<file path="src/rtl/contador_pkg.sv">
// Shared types and parameter limits for the contador_multi counter bank.
// Optional macro CONTADOR_GRAY_EN adds a registered Gray-coded output per channel.
package contador_pkg;

  typedef enum logic [1:0] {
    UP       = 2'b00,
    DOWN     = 2'b01,
    PINGPONG = 2'b10,
    HOLD     = 2'b11
  } cnt_mode_t;

  localparam int WIDTH_MIN    = 2;
  localparam int WIDTH_LIM    = 16;
  localparam int CHANNELS_MIN = 1;
  localparam int CHANNELS_LIM = 8;
  localparam int MAX_MIN      = 1;

  function automatic int max_limit(input int width);
    return (1 << width) - 1;
  endfunction

endpackage

</file>
<file path="src/rtl/contador_core.sv">
// One counter channel: UP / DOWN / PINGPONG / HOLD with load, terminal pulse and direction.
// With CONTADOR_GRAY_EN defined, o_s_gray carries the registered Gray code of o_s.
module contador_core
  import contador_pkg::*;
#(
  parameter int WIDTH = 4,
  parameter int MAX   = 9
) (
  input  logic             clk,
  input  logic             rst,
  input  logic             i_run,
  input  logic             i_en,
  input  cnt_mode_t        i_mode,
  input  logic             i_load,
  input  logic [WIDTH-1:0] i_load_val,
  output logic [WIDTH-1:0] o_s,
  output logic             o_tc,
  output logic             o_dir
`ifdef CONTADOR_GRAY_EN
  ,
  output logic [WIDTH-1:0] o_s_gray
`endif
);

  localparam logic [WIDTH-1:0] MAXV = WIDTH'(MAX);

  logic [WIDTH-1:0] r_s, w_s_nxt, w_up, w_dn;
  logic             r_tc, w_tc_nxt;
  logic             r_dir, w_dir_nxt;

  assign w_up = r_s + 1'b1;
  assign w_dn = r_s - 1'b1;

  always_comb begin
    w_s_nxt   = r_s;
    w_tc_nxt  = 1'b0;
    w_dir_nxt = r_dir;
    if (i_load) begin
      w_s_nxt = (i_load_val > MAXV) ? MAXV : i_load_val;
    end else if (i_en) begin
      unique case (i_mode)
        UP: begin
          w_dir_nxt = 1'b1;
          if (r_s >= MAXV) begin
            w_s_nxt  = '0;
            w_tc_nxt = 1'b1;
          end else begin
            w_s_nxt = w_up;
          end
        end
        DOWN: begin
          w_dir_nxt = 1'b0;
          if (r_s == '0) begin
            w_s_nxt  = MAXV;
            w_tc_nxt = 1'b1;
          end else begin
            w_s_nxt = w_dn;
          end
        end
        PINGPONG: begin
          // Already sitting on the bound it is heading for: bounce straight back.
          if (r_dir && r_s >= MAXV) begin
            w_s_nxt   = w_dn;
            w_dir_nxt = 1'b0;
            w_tc_nxt  = 1'b1;
          end else if (!r_dir && r_s == '0) begin
            w_s_nxt   = w_up;
            w_dir_nxt = 1'b1;
            w_tc_nxt  = 1'b1;
          end else if (r_dir) begin
            w_s_nxt = w_up;
            if (w_up == MAXV) begin
              w_dir_nxt = 1'b0;
              w_tc_nxt  = 1'b1;
            end
          end else begin
            w_s_nxt = w_dn;
            if (w_dn == '0) begin
              w_dir_nxt = 1'b1;
              w_tc_nxt  = 1'b1;
            end
          end
        end
        default: ;
      endcase
    end
  end

  always_ff @(posedge clk or negedge rst) begin
    if (!rst) begin
      r_s   <= '0;
      r_tc  <= 1'b0;
      r_dir <= 1'b1;
    end else if (i_run) begin
      r_s   <= w_s_nxt;
      r_tc  <= w_tc_nxt;
      r_dir <= w_dir_nxt;
    end
  end

  assign o_s   = r_s;
  assign o_tc  = r_tc;
  assign o_dir = r_dir;

`ifdef CONTADOR_GRAY_EN
  logic [WIDTH-1:0] r_gray;

  always_ff @(posedge clk or negedge rst) begin
    if (!rst)       r_gray <= '0;
    else if (i_run) r_gray <= w_s_nxt ^ (w_s_nxt >> 1);
  end

  assign o_s_gray = r_gray;
`endif

endmodule

</file>
<file path="src/rtl/contador_multi.sv">
// Bank of CHANNELS independent counters sharing clock, reset and load value.
// Optional macro CONTADOR_GRAY_EN adds the s_gray output.
module contador_multi
  import contador_pkg::*;
#(
  parameter int WIDTH    = 4,
  parameter int MAX      = 9,
  parameter int CHANNELS = 2
) (
  input  logic                           clk,
  input  logic                           rst,
  input  logic      [CHANNELS-1:0]       en,
  input  cnt_mode_t [CHANNELS-1:0]       mode,
  input  logic      [CHANNELS-1:0]       load,
  input  logic      [WIDTH-1:0]          load_val,
  output logic      [CHANNELS-1:0][WIDTH-1:0] s,
  output logic      [CHANNELS-1:0]       tc,
  output logic      [CHANNELS-1:0]       dir
`ifdef CONTADOR_GRAY_EN
  ,
  output logic      [CHANNELS-1:0][WIDTH-1:0] s_gray
`endif
);

  if (WIDTH < WIDTH_MIN || WIDTH > WIDTH_LIM) begin : g_bad_width
    $error("contador_multi: WIDTH out of range");
  end
  if (CHANNELS < CHANNELS_MIN || CHANNELS > CHANNELS_LIM) begin : g_bad_channels
    $error("contador_multi: CHANNELS out of range");
  end
  if (MAX < MAX_MIN || MAX > max_limit(WIDTH)) begin : g_bad_max
    $error("contador_multi: MAX out of range");
  end

  // Reset assertion is immediate; release is retimed so cores start on the second edge.
  logic r_run;

  always_ff @(posedge clk or negedge rst) begin
    if (!rst) r_run <= 1'b0;
    else      r_run <= 1'b1;
  end

  for (genvar g = 0; g < CHANNELS; g++) begin : g_ch
    contador_core #(
      .WIDTH(WIDTH),
      .MAX  (MAX)
    ) u_core (
      .clk       (clk),
      .rst       (rst),
      .i_run     (r_run),
      .i_en      (en[g]),
      .i_mode    (mode[g]),
      .i_load    (load[g]),
      .i_load_val(load_val),
      .o_s       (s[g]),
      .o_tc      (tc[g]),
      .o_dir     (dir[g])
`ifdef CONTADOR_GRAY_EN
      ,
      .o_s_gray  (s_gray[g])
`endif
    );
  end

endmodule
</file>
<file path="config.mk">
export PLATFORM = sky130hd
export DESIGN_NAME = contador_multi
export DESIGN_NICKNAME = d
export VERILOG_FILES = /design/src/rtl/contador_pkg.sv /design/src/rtl/contador_core.sv /design/src/rtl/contador_multi.sv
export SDC_FILE = /design/constraint.sdc
export NUM_CORES = 1
export LEC_CHECK = 0
export CAP_MARGIN = 20
export CORE_UTILIZATION = 60
export CTS_CLUSTER_SIZE = 28
export DETAILED_ROUTE_END_ITERATION = 6
export HOLD_SLACK_MARGIN = 0.05
export PLACE_DENSITY = 0.95
export SYNTH_ARGS = -nofsm -noshare
export SYNTH_HDL_FRONTEND = slang
export SYNTH_SLANG_ARGS = --single-unit
</file>
<file path="constraint.sdc">
create_clock -name clk -period 7 [get_ports clk]
set_input_delay 1.4 -clock clk [delete_from_list [all_inputs] [get_ports clk]]
set_output_delay 1.4 -clock clk [all_outputs]
set_load 0.1 [all_outputs]
</file>
==> impl_metrics.json, run 1 <==
{
  "r2r-start": "g_ch[0].u_core.o_s[0]",
  "clkTransAtPathRegs_ns": 0.08,
  "numCtsBuffers": 3,
  "p_sw_share_pct": 54.2,
  "post-route-util_pct": 72.1,
  "drt.antenna.violating_nets": 0,
  "p_leak_nw": 0.851,
  "cts_hold_buffers": 0,
  "start_kind": "register",
  "cp_slowest_cell": "clkdlybuf4s50_1",
  "synth.avg_cell_area_um2": 7.55,
  "drv_slew": 0,
  "synth_cells": 243,
  "critical_path_class": "register to primary output",
  "regToRegSetupSlack_ns": 4.50,
  "worstPathArrival_ns": 2.25,
  "dpl-instance-area_um2": 2010,
  "wl_um": 4440,
  "wl_per_cell_um": 15.9,
  "critical_path_required_ns": 5.60,
  "power_mw": 0.474,
  "p_int_mw": 0.217,
  "violations": "design-rule violations",
  "mostFrequentLayoutCells": "clkdlybuf4s50_1 (25), a21oi_1 (19), inv_1 (16), ha_1 (16)",
  "fin_area_um2": 2040,
  "ctsResizeCount": 0,
  "overflow": 0,
  "synth.area.top_cells": "dfrtp_1 (15%), ha_1 (11%), a21oi_1 (5.2%)",
  "final_nets": 279,
  "drive_gt1_share_pct": 7.26,
  "vdd_drop_max_mv": 0.167,
  "period_share_pct": 52.2,
  "clockBufferDepth": 2,
  "cp.depth": 1,
  "tritoncts": "done",
  "power_density_nw_per_um2": 233,
  "period_minus_slack_ns": 3.65,
  "syn-num-nets": 273,
  "syn_to_final_growth_pct": 11.1,
  "antenna_found_initial": 0,
  "worstSetupEndpointType": "primary output",
  "grt_pass1_vias": 1685,
  "fp.dieW_um": 57.3,
  "syn_area_um2": 1840,
  "maxCapViolations": 0,
  "max_freq_ghz": 0.274,
  "first_iter_violations": 130,
  "critPathMaxFanout": 19,
  "fill_cells": 222,
  "synth_edf_count": 0,
  "drc": 2,
  "setup-tns-final_ns": 0,
  "synth_ff_type": "dfrtp_1",
  "dpl.hpwl_um": 3300,
  "htreeDepth": 1,
  "seqCellArea_um2": 328,
  "rows": 19,
  "start_util_pct": 64.9,
  "comb_power_share_pct": 62.5,
  "cts_sinks": 13,
  "min_path_cells": 2,
  "cts_root_buf": "clkbuf_4",
  "multi_input_area_um2": 1340,
  "clk_latency_ns": 0.28,
  "path_cells": "clkdlybuf4s50_1",
  "clkPwrFrac_pct": 9.6,
  "num_io_pins": 26,
  "drtPass1Iterations": 7,
  "finalClockSkew_ns": 0.0118,
  "synth_top_area_share_pct": 15.0,
  "ys_warn_count": 0,
  "grt_max_degree": 20,
  "layout_commonest_cell": "clkdlybuf4s50_1",
  "timing.critical_path.from": "g_ch[0].u_core.o_s[3]",
  "port_buffers": 25,
  "outcome": "finished with violations",
  "coreArea_um2": 2830,
  "vias": 1866,
  "fp.dieH_um": 57.3,
  "yosysTopAreaCell": "dfrtp_1",
  "setup_viol": 0,
  "grt_pass1_wl_um": 7650,
  "synthArstFlopShare_pct": 100,
  "crit_family": "buffers and inverters",
  "min_path_type": "register to register",
  "antennaDiodeCount": 0,
  "via_per_inst": 6.69,
  "placed_cells": 275,
  "place_congestion": 0.925,
  "finalNonFillerCells": 279,
  "postCtsSetupBuffers": 0,
  "yosysSeqAreaShare_pct": 17.9,
  "hold_start": "g_ch[1].u_core.o_tc",
  "worst_r2r_path_depth": 7,
  "ys_ff_latch": 13,
  "grt_usage_pct": 29.3,
  "switching_power_mw": 0.257,
  "relSlewSlack_pct": 35.5,
  "tightest_slew_ns": 0.965,
  "die-area_um2": 3280,
  "hold_viol_final": 0,
  "crit_buf_inv": 1,
  "seq_power_share_pct": 27.9,
  "rsz0062_at_grt": "no",
  "yosys.cell_types.count": 68,
  "cp_slowest_stage_delay_ns": 1.25
}
cells by family (layout without fill, tap and decap cells):
logic type | Yosys count | in the layout | synth area share (%)
xor+xnor | 2 | 2 | 0.955
simple gates | 79 | 79 | 25.5
buf+inv | 40 | 45 | 9.34
other cells | 1 | 1 | 0.204
compound gates | 86 | 86 | 31.8
mux | 6 | 6 | 3.41
flops | 13 | 13 | 17.9
fa+ha+maj | 16 | 16 | 10.9
stage by stage:
| stage | setup slack (ns) | hold slack (ns) |
|---|---|---|
| after floorplan | 4.13 | 0.497 |
| after global placement | 3.66 | 0.516 |
| after detailed placement | 3.59 | 0.526 |
| after CTS | 3.35 | 0.537 |
| after global routing | 3.28 | 0.572 |
| final | 3.35 | 0.530 |
synth_stat cells (2+ instances only):
cell type / number
a21oi_1: 19
nand2b_1: 2
o21bai_1: 3
and3_1: 2
mux2_2: 2
dfrtp_1: 11
o2bb2ai_1: 2
nor2_1: 15
nor3b_1: 4
nor2b_1: 8
o21a_1: 3
nand4_1: 5
buf_2: 4
dfstp_2: 2
a21o_1: 4
nand2_1: 13
nand3b_1: 3
o21ai_0: 15
clkbuf_1: 14
a31oi_1: 8
ha_1: 16
o31a_1: 3
a211oi_1: 2
mux2i_1: 4
a221oi_1: 2
or3_1: 4
o211ai_1: 3
inv_1: 16
nand3_1: 8
buf_4: 4
o31ai_1: 4
nor3_1: 2
final timing paths:
path | to
setup / recovery | s[3]
setup reg to reg | g_ch[0].u_core.o_s[1]
hold / removal | g_ch[1].u_core.o_tc
hold reg to reg | g_ch[1].u_core.o_tc
min in group asynchronous | g_ch[1].u_core.o_tc
max in group asynchronous | g_ch[1].u_core.o_s[0]
worst min-delay path, delay by kind of cell (launching register included):
family                 cells  cell delay, ns
AOI/OAI and AO/OA          1            0.06
buffers and inverters      1            0.05
DFF                        1            0.38
per-layer routing:
layer,wire (um),track usage [%]
met1,1880,39.0
met2,2140,49.1
met3,326,2.27
met4,87,12.5
met5,0,0
registers in the layout (all words and copies together) (netlist names):
| name | flops |
|---|---|
| r_run | 1 |
| g_ch.u_core.o_tc | 2 |
| g_ch.u_core.o_s | 8 |
| g_ch.u_core.o_dir | 2 |
final cells by class:
cell class	count	area share, %
multi-input cells	190	65.5
flip-flops and latches	13	16.1
repair buffers	25	12.3
inverters	16	2.94
well taps	31	1.90
clock buffers	4	1.29
power groups by stage:
stage / Clock (mW) / Combinational (mW) / Sequential, mW
global route: 0.0498 / 0.318 / 0.136
CTS: 0.0457 / 0.292 / 0.131
floorplan: 0 / 0.200 / 0.163
finish: 0.0453 / 0.296 / 0.133
global placement: 0 / 0.286 / 0.131
detailed placement: 0 / 0.291 / 0.132
Note: power is estimated with default switching activity, not from simulation.
==> run 2: changes to the inputs <==
--- a/config.mk
+++ b/config.mk
@@ -6,11 +6,11 @@
 export NUM_CORES = 1
 export LEC_CHECK = 0
 export CAP_MARGIN = 20
-export CORE_UTILIZATION = 60
+export CORE_UTILIZATION = 55
 export CTS_CLUSTER_SIZE = 28
 export DETAILED_ROUTE_END_ITERATION = 6
 export HOLD_SLACK_MARGIN = 0.05
-export PLACE_DENSITY = 0.95
+export PLACE_DENSITY = 0.91
 export SYNTH_ARGS = -nofsm -noshare
 export SYNTH_HDL_FRONTEND = slang
 export SYNTH_SLANG_ARGS = --single-unit
==> constraint.sdc (replaced) <==
create_clock -name clk -period 3.4 [get_ports clk]
set_input_delay 0.68 -clock clk [delete_from_list [all_inputs] [get_ports clk]]
set_output_delay 0.68 -clock clk [all_outputs]
set_load 0.1 [all_outputs]
==> impl_metrics.json, run 2 (synthesis results as in run 1) <==
{
  "outcome": "finished, final reports clean",
  "drive_gt1_share_pct": 11.3,
  "antennaDiodeCount": 0,
  "num_io_pins": 26,
  "cts_hold_buffers": 0,
  "clk_latency_ns": 0.28,
  "start_util_pct": 59.2,
  "mostFrequentLayoutCells": "a21oi_1 (19), inv_1 (16), ha_1 (16)",
  "p_leak_nw": 0.861,
  "period_share_pct": 73.6,
  "critical_path_required_ns": 3.55,
  "via_per_inst": 6.22,
  "drtPass1Iterations": 4,
  "rsz0062_at_grt": "no",
  "fp.dieW_um": 59.8,
  "min_path_type": "register to register",
  "layout_commonest_cell": "a21oi_1",
  "cts_sinks": 13,
  "cp_slowest_cell": "dfrtp_1",
  "wl_um": 4300,
  "syn_to_final_growth_pct": 10.6,
  "power_density_nw_per_um2": 475,
  "hold_start": "g_ch[1].u_core.o_tc",
  "htreeDepth": 1,
  "cp_slowest_stage_delay_ns": 0.59,
  "clockBufferDepth": 2,
  "drv_slew": 0,
  "antenna_found_initial": 0,
  "grt_max_degree": 20,
  "setup_viol": 0,
  "ctsResizeCount": 0,
  "numCtsBuffers": 3,
  "largest_reg_flops": 8,
  "final_nets": 279,
  "cts_root_buf": "clkbuf_4",
  "first_iter_violations": 121,
  "postCtsSetupBuffers": 0,
  "die-area_um2": 3570,
  "finalClockSkew_ns": 0.00360,
  "start_kind": "register",
  "crit_family": "flip-flops",
  "grt_pass1_vias": 1707,
  "worstSetupEndpointType": "register",
  "drt.antenna.violating_nets": 0,
  "rows": 20,
  "overflow": 0,
  "dpl.hpwl_um": 3280,
  "grt_pass1_wl_um": 7430,
  "port_buffers": 25,
  "regToRegSetupSlack_ns": 0.90,
  "critical_path_class": "register to register",
  "tritoncts": "done",
  "place_congestion": 0.956,
  "tightest_slew_ns": 0.970,
  "fp.dieH_um": 59.8,
  "max_freq_ghz": 0.399,
  "maxCapViolations": 0,
  "timing.critical_path.from": "g_ch[0].u_core.o_s[0]",
  "critPathMaxFanout": 12,
  "relSlewSlack_pct": 35.1,
  "fill_cells": 299,
  "hold_ws_ns": 0.529,
  "period_minus_slack_ns": 2.50,
  "vdd_drop_max_mv": 0.277,
  "drc": 0,
  "crit_buf_inv": 1,
  "grt_usage_pct": 27.4,
  "hold_viol_final": 0,
  "clkTransAtPathRegs_ns": 0.07,
  "worstPathArrival_ns": 2.65,
  "r2r-start": "g_ch[0].u_core.o_s[0]",
  "coreArea_um2": 3100,
  "setup-tns-final_ns": 0,
  "vias": 1815,
  "wl_per_cell_um": 14.7,
  "path_cells": "inv_1, ha_1, and4bb_2, nor3_2, mux2_2, a221oi_1, a311oi_1"
}
run 2: cell count changes in the layout (fill, tap and decap cells not counted), sizes merged:
cell           delta
buf              +10
clkdlybuf4s50    -10
run 2: routing by layer:
layer | vias to the layer above | wire (um) | part of all wire (%) | track usage, %
met1 | 844 | 1870 | 43 | 34.5
met5 | - | 0 | 0 | 0
met3 | 8 | 232 | 5.4 | 3.25
met2 | 66 | 2100 | 49 | 45.4
met4 | 0 | 94 | 2.2 | 14.6
li1 | 897 | - | - | -
run 2: final timing paths:
| kind | end | depth (start not counted) |
|---|---|---|
| setup / recovery | g_ch[0].u_core.o_s[1] | 7 |
| max in group asynchronous | g_ch[0].u_core.o_tc | 1 |
| hold / removal | g_ch[1].u_core.o_tc | 2 |
| hold reg to reg | g_ch[1].u_core.o_tc | 2 |
| setup reg to reg | g_ch[0].u_core.o_s[1] | 7 |
| min in group asynchronous | g_ch[0].u_core.o_s[2] | 1 |
run 2: per-stage QoR:
stage | std cells | cell area (um^2) | worst slack [ns] | power [mW] | utilization (%)
floorplan | 243 | 1840 | 0.525 | 0.746 | -
global placement | 288 | 2000 | 0.775 | 0.852 | 64.6
detailed placement | 288 | 2000 | 0.707 | 0.864 | 64.6
CTS | 292 | 2030 | 0.895 | 0.962 | 65.4
global route | 292 | 2030 | 0.770 | 1.02 | 65.4
finish | 292 | 2030 | 0.896 | 0.964 | 65.4
run 2: power by group:
| part | switching (mW) | total (mW) | internal [mW] |
|---|---|---|---|
| Clock | 0.0492 | 0.0948 | 0.0456 |
| Combinational | 0.385 | 0.596 | 0.211 |
| Sequential | 0.0909 | 0.273 | 0.182 |
run 2: tightest hold or removal path, cell delays in order (launching register included):
cell and delay, ns:
dfrtp_1 0.38, inv_1 0.05, o21ai_0 0.06
run 2: cell type report:
type / instances / area (um^2) / share of cell area [%]
repair buffers: 25 / 225 / 11.1
clock buffers: 4 / 26.3 / 1.29
well taps: 44 / 55.1 / 2.71
flip-flops and latches: 13 / 328 / 16.1
inverters: 16 / 60.1 / 2.96
multi-input cells: 190 / 1340 / 65.8
==> run 3: changes to the inputs <==
==> constraint.sdc (replaced) <==
create_clock -name clk -period 2.35 [get_ports clk]
set_input_delay 0.47 -clock clk [delete_from_list [all_inputs] [get_ports clk]]
set_output_delay 0.47 -clock clk [all_outputs]
set_load 0.1 [all_outputs]
==> impl_metrics.json, run 3 (synthesis results as in run 1) <==
{
  "first_iter_violations": 164,
  "numCtsBuffers": 3,
  "start_util_pct": 59.2,
  "max_freq_ghz": 0.455,
  "critical_path_required_ns": 2.55,
  "clk_latency_ns": 0.28,
  "cts_sinks": 13,
  "finalNonFillerCells": 313,
  "grtUsageMet2_pct": 48.3,
  "postCtsSetupBuffers": 0,
  "power_mw": 1.50,
  "grt_max_degree": 19,
  "fp.dieW_um": 59.8,
  "cts_hold_buffers": 0,
  "maxCapViolations": 0,
  "grt_pass1_wl_um": 8240,
  "antenna_found_initial": 0,
  "placed_cells": 309,
  "via_per_inst": 6.49,
  "rsz0062_at_grt": "no",
  "dp_worst_setup_slack_ns": 0.0149,
  "finalClockSkew_ns": 0.00221,
  "drive_gt1_share_pct": 20.8,
  "drt.antenna.violating_nets": 0,
  "grt_usage_pct": 30.1,
  "grt_pass1_vias": 1812,
  "p_leak_nw": 0.971,
  "tightest_slew_ns": 0.649,
  "critPathMaxFanout": 12,
  "fp.dieH_um": 59.8,
  "switching_power_mw": 0.802,
  "cts_root_buf": "clkbuf_4",
  "mostFrequentLayoutCells": "buf_4 (32), a21oi_1 (19), inv_1 (16), ha_1 (16)",
  "start_kind": "register",
  "met1_usage_pct": 41.3,
  "port_buffers": 25,
  "relSlewSlack_pct": 56.6,
  "layout_commonest_cell": "buf_4",
  "final_nets": 300,
  "clkPwrFrac_pct": 9.4,
  "p_sw_share_pct": 53.4,
  "die-area_um2": 3570,
  "drv_slew": 0,
  "setup_ws_ns": 0.150,
  "vias": 2032,
  "hold_viol_final": 0,
  "place_congestion": 0.969,
  "overflow": 0,
  "worstPathArrival_ns": 2.40,
  "syn_to_final_growth_pct": 20.4,
  "setup_viol": 0,
  "vdd_drop_max_mv": 0.455,
  "clockBufferDepth": 2,
  "critical_path_class": "register to register",
  "grt_busiest_layer": "met2",
  "ctsResizeCount": 0,
  "rows": 20,
  "min_path_type": "register to register",
  "seq_power_share_pct": 24.5,
  "tritoncts": "done",
  "dpl.hpwl_um": 3970,
  "worstSetupEndpointType": "register",
  "wl_per_cell_um": 16.4,
  "drc": 0,
  "htreeDepth": 1,
  "largest_reg_flops": 8,
  "coreArea_um2": 3100,
  "drtPass1Iterations": 5,
  "period_share_pct": 93.6,
  "period_minus_slack_ns": 2.20,
  "p_int_mw": 0.700,
  "comb_power_share_pct": 66.1,
  "clkTransAtPathRegs_ns": 0.09,
  "hold_ws_ns": 0.527,
  "outcome": "finished, final reports clean",
  "power_density_nw_per_um2": 680,
  "antennaDiodeCount": 0,
  "num_io_pins": 26,
  "grtUsageMet3_pct": 4.55,
  "wl_um": 5120
}
run 3: layout make-up:
cell class,count,area (um^2)
Clock inverter,1,5.00
Inverter,16,60.1
Tap cell,44,55.1
Clock buffer,3,22.5
Multi-Input combinational cell,190,1340
Fill cell,256,893
Sequential cell,13,340
Timing Repair Buffer,46,390
run 3: per-stage QoR:
step | utilization, % | setup TNS [ns] | instance area (um^2)
floorplan | - | -0.0592 | 1860
global placement | 70.3 | 0 | 2180
detailed placement | 70.3 | 0 | 2180
CTS | 71.2 | 0 | 2210
global route | 71.2 | 0 | 2210
finish | 71.2 | 0 | 2210
run 3: power by group through the flow:
stage / Combinational (mW) / Sequential (mW) / Clock, mW
4_1_cts: 0.979 / 0.365 / 0.145
3_3_place_gp: 0.949 / 0.367 / 0
2_1_floorplan: 0.601 / 0.493 / 0
3_5_place_dp: 0.974 / 0.369 / 0
6_report: 0.994 / 0.368 / 0.141
5_1_grt: 1.06 / 0.378 / 0.156
run 3: path summary, 6_finish.rpt:
check / from / end / slack, ns / cells past startpoint
worst min-delay path: g_ch[1].u_core.o_tc / g_ch[1].u_core.o_tc / 0.53 / 2
min in group asynchronous: rst / g_ch[1].u_core.o_s[0] / 0.59 / 1
worst max register to register: g_ch[1].u_core.o_s[0] / g_ch[1].u_core.o_s[3] / 0.15 / 7
max in group asynchronous: rst / g_ch[0].u_core.o_s[1] / 1.29 / 1
worst max-delay path: g_ch[1].u_core.o_s[0] / g_ch[1].u_core.o_s[3] / 0.15 / 7
worst min register to register: g_ch[1].u_core.o_tc / g_ch[1].u_core.o_tc / 0.53 / 2
run 3: worst max-delay path, cell delays in order (launching register included):
cell and delay [ns]:
dfrtp_4 0.55, inv_1 0.13, ha_1 0.30, or3b_1 0.46
mux2_2 0.30, o211ai_1 0.17, a31oi_1 0.08, a21oi_1 0.14
run 3: routing by layer:
layer | vias to the layer above | routed length (um) | share of wire [%]
li1 | 938 | - | -
met1 | 934 | 2110 | 41
met2 | 140 | 2360 | 46
met3 | 20 | 519 | 10
met4 | 0 | 133 | 2.6
met5 | - | 0 | 0
